File: config.mk
export PLATFORM = sky130hd
export DESIGN_NAME = joy_db15_tx
export DESIGN_NICKNAME = d
export VERILOG_FILES = /design/src/rtl/joy_db15_pkg.sv /design/src/rtl/joy_db15_tx_sync_edge.sv /design/src/rtl/joy_db15_tx.sv
export SDC_FILE = /design/constraint.sdc
export NUM_CORES = 1
export LEC_CHECK = 0
export ABC_CLOCK_PERIOD_IN_PS = 1300
export BUFFER_PORTS_ARGS = -buffer_cell sky130_fd_sc_hd__buf_4
export CELL_PAD_IN_SITES_DETAIL_PLACEMENT = 2
export CELL_PAD_IN_SITES_GLOBAL_PLACEMENT = 2
export CORE_MARGIN = 2
export CORE_UTILIZATION = 34
export CTS_CLUSTER_SIZE = 10
export DETAILED_ROUTE_END_ITERATION = 16
export GPL_ROUTABILITY_DRIVEN = 0
export PLACE_DENSITY_LB_ADDON = 0.1
export SYNTH_ARGS = -nofsm -noshare
export SYNTH_HDL_FRONTEND = slang
export SYNTH_SLANG_ARGS = --single-unit
export TNS_END_PERCENT = 50
File: constraint.sdc
create_clock -name clk -period 1.3 [get_ports clk]
set_input_delay 0.26 -clock clk [delete_from_list [all_inputs] [get_ports clk]]
set_output_delay 0.26 -clock clk [all_outputs]
set_load 0.01 [all_outputs]
File: src/rtl/joy_db15_pkg.sv
// Shared constants and types for the DB15 joystick adapter transmitter model.
package joy_db15_pkg;

  localparam int JOY_WIDTH = 16;

  // Active-high word layout, LSB first: R L D U A B C D E F, then start/select/coin.
  localparam int JOY_BIT_R      = 0;
  localparam int JOY_BIT_L      = 1;
  localparam int JOY_BIT_DN     = 2;
  localparam int JOY_BIT_UP     = 3;
  localparam int JOY_BIT_A      = 4;
  localparam int JOY_BIT_B      = 5;
  localparam int JOY_BIT_C      = 6;
  localparam int JOY_BIT_D      = 7;
  localparam int JOY_BIT_E      = 8;
  localparam int JOY_BIT_F      = 9;
  localparam int JOY_BIT_START  = 10;
  localparam int JOY_BIT_SELECT = 11;
  localparam int JOY_BIT_COIN   = 12;

  typedef enum logic [1:0] {IDLE, LOAD, SHIFT, DONE} joy_tx_state_t;

endpackage

File: src/rtl/joy_db15_tx_sync_edge.sv
// Two-flop synchronizer with a rising-edge strobe; idles high so a released line is quiet.
module sync_edge (
  input  logic clk,
  input  logic reset_n,
  input  logic d,
  output logic q,
  output logic rise
);

  logic s1, s2, s3;

  always_ff @(posedge clk or negedge reset_n) begin
    if (!reset_n) begin
      s1 <= 1'b1;
      s2 <= 1'b1;
      s3 <= 1'b1;
    end else begin
      s1 <= d;
      s2 <= s1;
      s3 <= s2;
    end
  end

  assign q    = s2;
  assign rise = s2 & ~s3;

endmodule

File: src/rtl/joy_db15_tx.sv
// Device-side DB15 adapter model: snapshots two player words on load and
// shifts them LSB-first, active-low, one bit per synchronized joy_clk edge.
module joy_db15_tx
  import joy_db15_pkg::*;
#(
  parameter int WIDTH   = JOY_WIDTH,
  parameter int PLAYERS = 2
) (
  input  logic             clk,
  input  logic             reset_n,
  input  logic             joy_clk,
  input  logic             joy_load,
  output logic             joy_data,
  input  logic [WIDTH-1:0] joystick1,
  input  logic [WIDTH-1:0] joystick2,
  output logic             frame_done,
  output logic             overrun
);

  localparam int N  = WIDTH * PLAYERS;
  localparam int CW = $clog2(N) + 1;
  localparam logic [CW-1:0] CNT_PRELAST = CW'(N - 2);
  localparam logic [CW-1:0] CNT_LAST    = CW'(N - 1);

  logic          joy_clk_unused, clk_rise;
  logic          load_s, load_rise;
  joy_tx_state_t state;
  logic [N-1:0]  sr, snap;
  logic [CW-1:0] cnt;
  logic          last_pend;

  sync_edge u_clk_sync (
    .clk     (clk),
    .reset_n (reset_n),
    .d       (joy_clk),
    .q       (joy_clk_unused),
    .rise    (clk_rise)
  );

  sync_edge u_load_sync (
    .clk     (clk),
    .reset_n (reset_n),
    .d       (joy_load),
    .q       (load_s),
    .rise    (load_rise)
  );

  // Unused upper player slots read as released (1 on the line).
  assign snap = ~(N'({joystick2, joystick1}));

  always_ff @(posedge clk or negedge reset_n) begin
    if (!reset_n) begin
      state      <= IDLE;
      sr         <= '1;
      cnt        <= '0;
      overrun    <= 1'b0;
      last_pend  <= 1'b0;
      frame_done <= 1'b0;
      joy_data   <= 1'b1;
    end else begin
      last_pend  <= 1'b0;
      // frame_done lines up with the output register that presents the last bit.
      frame_done <= last_pend;
      joy_data   <= (state == LOAD || state == SHIFT) ? sr[0] : 1'b1;
      if (!load_s) begin
        // Load dominates any coincident shift edge and aborts a frame in progress.
        state   <= LOAD;
        sr      <= snap;
        cnt     <= '0;
        overrun <= 1'b0;
      end else begin
        case (state)
          LOAD: if (load_rise) state <= SHIFT;
          SHIFT: if (clk_rise) begin
            sr  <= {1'b1, sr[N-1:1]};
            cnt <= cnt + CW'(1);
            if (cnt == CNT_PRELAST) last_pend <= 1'b1;
            if (cnt == CNT_LAST) state <= DONE;
          end
          DONE: if (clk_rise) overrun <= 1'b1;
          default: ;
        endcase
      end
    end
  end

endmodule
=== Word level (Yosys, flattened, before mapping) ===
Index checks and enable logic that the tools add are counted.

* Bits in registers: 50
* Output and inout port bits: 3
* Word-level logic and storage cells: 54

* $add $sub $neg: 1
* Eq/ne operators: 12
* Multiplexer cells: 19
* Bitwise operators: 5
* Reduce and logical (&&, ||, !) cells: 4

{| class="wikitable"
|+ Operators by type and width
! operator !! number
|-
| $mux W32 || 3
|-
| $not A32 Y32 || 1
|-
| $mux W6 || 3
|-
| $eq A6 B5 Y1 const B || 2
|-
| $ne A3 B3 Y1 const B || 4
|-
| $mux W1 || 8
|-
| $mux W2 || 4
|-
| $add A6 B1 Y6 const B || 1
|-
| $ne A2 B2 Y1 const B || 3
|-
| $eq A2 B2 Y1 const B || 2
|-
| $pmux W2 S2 || 1
|-
| $reduce_and A2 Y1 || 2
|-
| $reduce_and A4 Y1 || 1
|-
| $and A1 B1 Y1 || 2
|-
| $eq A2 B1 Y1 const B || 1
|-
| $not A1 Y1 || 2
|-
| $logic_or A1 B1 Y1 || 1
|}

=== Depth between registers and ports, before layout ===
* Depth in word-level cells: 5
* Gate-level depth with buffers: 6
* Depth with buffers taken out: 5

=== Cells and area by module ===
Synthesis repeated with hierarchy kept, for this count alone.

* Cells, all modules: 240
* Area, all modules: 2264.7 sq um

{| class="wikitable"
|+ By module, submodules not included
! module !! instances !! cells each !! area an instance (sq um) !! seq. area each (sq um)
|-
| joy_db15_tx || 1 || 232 || 2079.5 || 1142.3
|-
| sync_edge || 2 || 4 || 92.6 || 78.8
|}

=== Worst setup path after synthesis ===
Ideal clock, no wire load.

* Path type: flip-flop to flip-flop
* From: reg state[0]
* To: reg sr[11]
* Setup time: 0.088 ns
* Arrival: 1.270 ns
* Data required time: 1.212 ns
* Slack: -0.057 ns
* Cell stages (with the launch flop): 7
* Period minus slack after synthesis: 1.357 ns
* Cell sequence: dfrtp_1 -> inv_1 -> ha_1 -> and3b_4 -> buf_12 -> mux2i_1 -> mux2i_1

* Word-level cells in the longest chain between the ends: 3

{| class="wikitable"
|+ Ends and longest elaborated chain
! item !! line !! text
|-
| start: declaration || joy_db15_tx.sv:27 || <nowiki>joy_tx_state_t state;</nowiki>
|-
| start signal: assignment || joy_db15_tx.sv:53 || <nowiki>state <= IDLE;</nowiki>
|-
| start signal: assignment || joy_db15_tx.sv:67 || <nowiki>state <= LOAD;</nowiki>
|-
| start signal: assignment || joy_db15_tx.sv:73 || <nowiki>LOAD: if (load_rise) state <= SHIFT;</nowiki>
|-
| $eq A2 B2 Y1 || joy_db15_tx.sv:72 || <nowiki>case (state)</nowiki>
|-
| $ne A2 B2 Y1 (no source line) || -- ||
|-
| $reduce_and A2 Y1 (no source line) || -- ||
|-
| end signal: assignment || joy_db15_tx.sv:68 || <nowiki>sr <= snap;</nowiki>
|-
| end signal: assignment || joy_db15_tx.sv:75 || <nowiki>sr <= {1'b1, sr[N-1:1]};</nowiki>
|-
| end: declaration || joy_db15_tx.sv:28 || <nowiki>logic [N-1:0] sr, snap;</nowiki>
|}

Every way passes these cells.
A chain may end at the register's enable or synchronous reset.

=== Worst setup path after layout ===
* From: reg state[0]
* To: reg sr[23]

Same word-level chain as after synthesis.

==> results.py <==
metrics = {
    "synthesis": {
        "ys.warnings.count": 0,
        "syn_area_sq_mm": 0.00233,
        "syn_area_per_cell_sq_um": 13.8,
        "synthXorXnorAreaFrac": 0,
        "netlist.top_cell.by_area": "dfstp_2",
        "ys.flop_type": "dfstp_2",
        "synth_fa_ha_area_frac": 0.0269,
        "yosys.area_share.simple": 0.0629,
        "synth_top_family_by_area": "multiplexers",
        "synth_seq_area_share": 0.559,
        "ys_types": 32,
        "synth.ff_latch_count": 50,
        "synth-compound-area-share": 0.0398,
        "synthMuxAreaShare": 0.275,
        "yosys-top-cells-area": "dfstp_2, mux2i_1, dfrtp_1",
        "syn_nets": 210,
        "synth_edf_count": 0,
        "async_flop_share": 1.00,
        "netlist_instances": 169,
        "synth_top_area_frac": 0.440,
    },
    "sta": {
        "fin_crit_sh": 1.08,
        "fin_skew_ns": 0.00541,
        "fmax_mhz": 715,
        "hold_viol": 0,
        "holdWs_ns": 0.0583,
        "tns_ns": -1.41,
        "setup_viol": 35,
        "slew_violations": 0,
        "rsz0062_at_grt": "true",
        "worst_pin_slew_ns": 0.640,
        "finalCriticalPeriod_ns": 1.40,
        "slew_headroom": 0.573,
        "worst_slack_ns": -0.0983,
    },
    "worst_setup_path": {
        "reg2reg_from": "state[0]$_DFFE_PN0P_",
        "cp-endpoint": "sr[23]$_DFFE_PN1P_",
        "path_buf_inv": 2,
        "cp_max_fo": 14,
        "r2r_cells": 6,
        "r2r_end": "sr[23]$_DFFE_PN1P_",
        "worstSetupEndpointType": "flop",
        "arrival_ns": 1.63,
        "cpPeakStageDelay_ns": 0.41,
        "crit_family": "flip-flops",
        "cp_common_cell": "mux2i_1",
        "crit_chain": "inv_2, ha_4, nand3b_4, buf_12, mux2i_1, mux2i_1",
        "cp_data_required_time_ns": 1.53,
        "crit_path_start_kind": "flop",
        "crit_cells": 6,
        "critical_path_class": "flop to flop",
        "worstSetupStartpoint": "state[0]$_DFFE_PN0P_",
        "r2r_setup_slack_ns": -0.1,
        "worst_path_max_delay_cell": "dfrtp_1",
    },
    "floorplan": {
        "die_h_um": 86.7,
        "pin_count": 39,
        "coreArea_sq_mm": 0.00672,
        "rows": 30,
        "initial_core_util": 0.346,
        "fp.dieArea_sq_mm": 0.00752,
        "die_x_um": 86.7,
    },
    "placed_design": {
        "dp_hpwl_um": 3560,
        "dpl_cell_area_sq_mm": 0.00277,
        "port-buffer-count": 38,
        "placedCellCount": 289,
        "dp_slack_ns": -0.142,
    },
    "finish": {
        "postLayoutCoreUtil": 0.450,
        "final_cell_count_no_fill": 305,
        "area_delta_synth_final_pct": 30.0,
        "drive_above_1_share": 0.533,
        "fillers": 644,
        "nNetsFinal": 265,
        "final_area_sq_mm": 0.00303,
        "n_antenna_cell": 0,
    },
    "power": {
        "combPwrFrac": 0.252,
        "swShare": 0.269,
        "power.total_mw": 4.12,
        "power.internal_mw": 3.01,
        "pwr_density_cell_mw_per_mm2": 1360,
        "pwr-share-seq": 0.484,
        "vdd_drop_max_mv": 0.501,
        "p_leak_nw": 1.52,
        "power_frac_clock": 0.264,
        "power.switching_mw": 1.11,
    },
    "cts": {
        "cts-root-buf": "clkbuf_8",
        "cts_tree": "built",
        "clk_latency_ns": 0.31,
        "clkTransAtPathRegs_ns": 0.09,
        "clock_path_buffers": 2,
        "clkSinkCount": 50,
        "cts_max_level": 2,
        "numCtsBuffers": 5,
    },
    "drt": {
        "wl_um": 5230,
        "ant_nets": 0,
        "drtIter0Drc": 44,
        "wl_per_cell_um": 17.1,
        "drtPass1Iterations": 4,
        "drc": 0,
        "num_vias": 1508,
        "viasPerCell": 4.94,
    },
    "job": {
        "cap_violations": 0,
    },
    "grt": {
        "grt_overflow_total": 0,
        "grt_antenna_before_repair": 0,
        "first_global_vias": 1841,
        "track_usage": 0.153,
        "grt_pass1_wl_um": 8790,
        "grt_start_max_net_pins": 51,
    },
    "outcome": {
        "violations": "setup timing",
        "status": "complete, but fails checks",
    },
    "worst_hold_path": {
        "hp-class": "input port to flop",
    },
}
## per-layer routing
layer  up-vias  GRT usage  wire length, um
met5         -          0                0
met4         0     0.0469               72
met3         8     0.0314              156
met2        27      0.283             2780
met1       767      0.177             2220
li1        706          -                -
## flip-flops by register name, summed over array words and instances, names as in the netlist
register / count
overrun: 1
u_clk_sync.q: 1
last_pend: 1
u_load_sync.q: 1
cnt: 6
u_clk_sync.s1: 1
sr: 32
u_load_sync.s3: 1
u_load_sync.s1: 1
u_clk_sync.s3: 1
state: 2
joy_data: 1
frame_done: 1
## repair_timing
item / CTS / global route
endpoints found under the setup margin: 41 / 39
setup buffers: 2 / 4
pin swaps: 9 / 3
gates resized for setup: 12 / 15
cloned: 1 / 0
hold buffers: 1 / 0
endpoints found under the hold margin: 9 / 0
## power by group through the flow
stage	sequential, mW	combinational, mW	clock [mW]
2_1_floorplan	1.99	0.460	0
3_3_place_gp	1.99	0.750	0
3_5_place_dp	2.01	0.819	0
4_1_cts	2.00	0.943	1.15
5_1_grt	2.03	1.13	1.21
6_report	2.00	1.04	1.09
## placed cells by master, fill, tap and decap left out, types with 2 or more instances in the layout
cell	Yosys	routed
mux2i_2	0	2
buf_4	2	50
dfstp_2	39	39
mux2i_1	64	62
nand3_1	3	3
inv_1	4	3
dfrtp_1	11	11
a21boi_1	3	3
clkbuf_1	1	2
clkbuf_8	0	5
ha_2	0	2
nand2_1	5	5
ha_1	5	2
nor2b_2	0	2
o21ai_1	0	2
buf_12	1	4
o21ai_2	0	2
## worst min path at each step
stage / cells after the start / start / endpoint / slack, ns
after detailed placement: 1 / reset_n / cnt[5]$_DFFE_PN0P_ / 0.33
after global placement: 1 / reset_n / state[1]$_DFFE_PN0P_ / 0.31
after CTS: 1 / joy_clk / u_clk_sync.s1$_DFF_PN1_ / 0.05
after floorplan: 0 / reset_n / cnt[0]$_DFFE_PN0P_ / -0.04
after global routing: 1 / joy_load / u_load_sync.s1$_DFF_PN1_ / 0.04
final: 1 / joy_clk / u_clk_sync.s1$_DFF_PN1_ / 0.06
## area by class of cell
type                            count  area (sq um)  share of cell area
Sequential cell                    50          1300               0.430
Multi-Input combinational cell    107          1030               0.340
Inverter                            4          15.0             0.00496
Timing Repair Buffer               56           477               0.158
Tap cell                           80           100              0.0331
Clock buffer                        7          76.3              0.0252
Clock inverter                      1          30.0             0.00993
## cells in the mapped netlist (2+ instances only)
library cell  number
nor2b_1            3
dfstp_2           39
dfrtp_1           11
buf_4              2
nand2_1            5
or3_1              2
ha_1               5
o21ai_0            4
mux2i_1           64
inv_1              4
nand3_1            3
buf_2              4
a21boi_1           3
a21oi_1            2
## kinds of logic (layout without fill, tap and decap cells)
logic type                 count (synthesis)  count (layout)
DFF                                       50              50
buffers and inverters                     13              68
and+or+nand+nor                           23              24
adders and majority gates                  5               5
muxes                                     64              64
AOI/OAI and AO/OA                         14              14
## worst reg2reg max path, delay by kind of cell (launching register included)
family | cells | cell delay [ns]
adders and majority gates | 1 | 0.17
DFF | 1 | 0.41
muxes | 2 | 0.31
and+or+nand+nor | 1 | 0.15
buffers and inverters | 2 | 0.28
(Power assumes the default switching activity.)
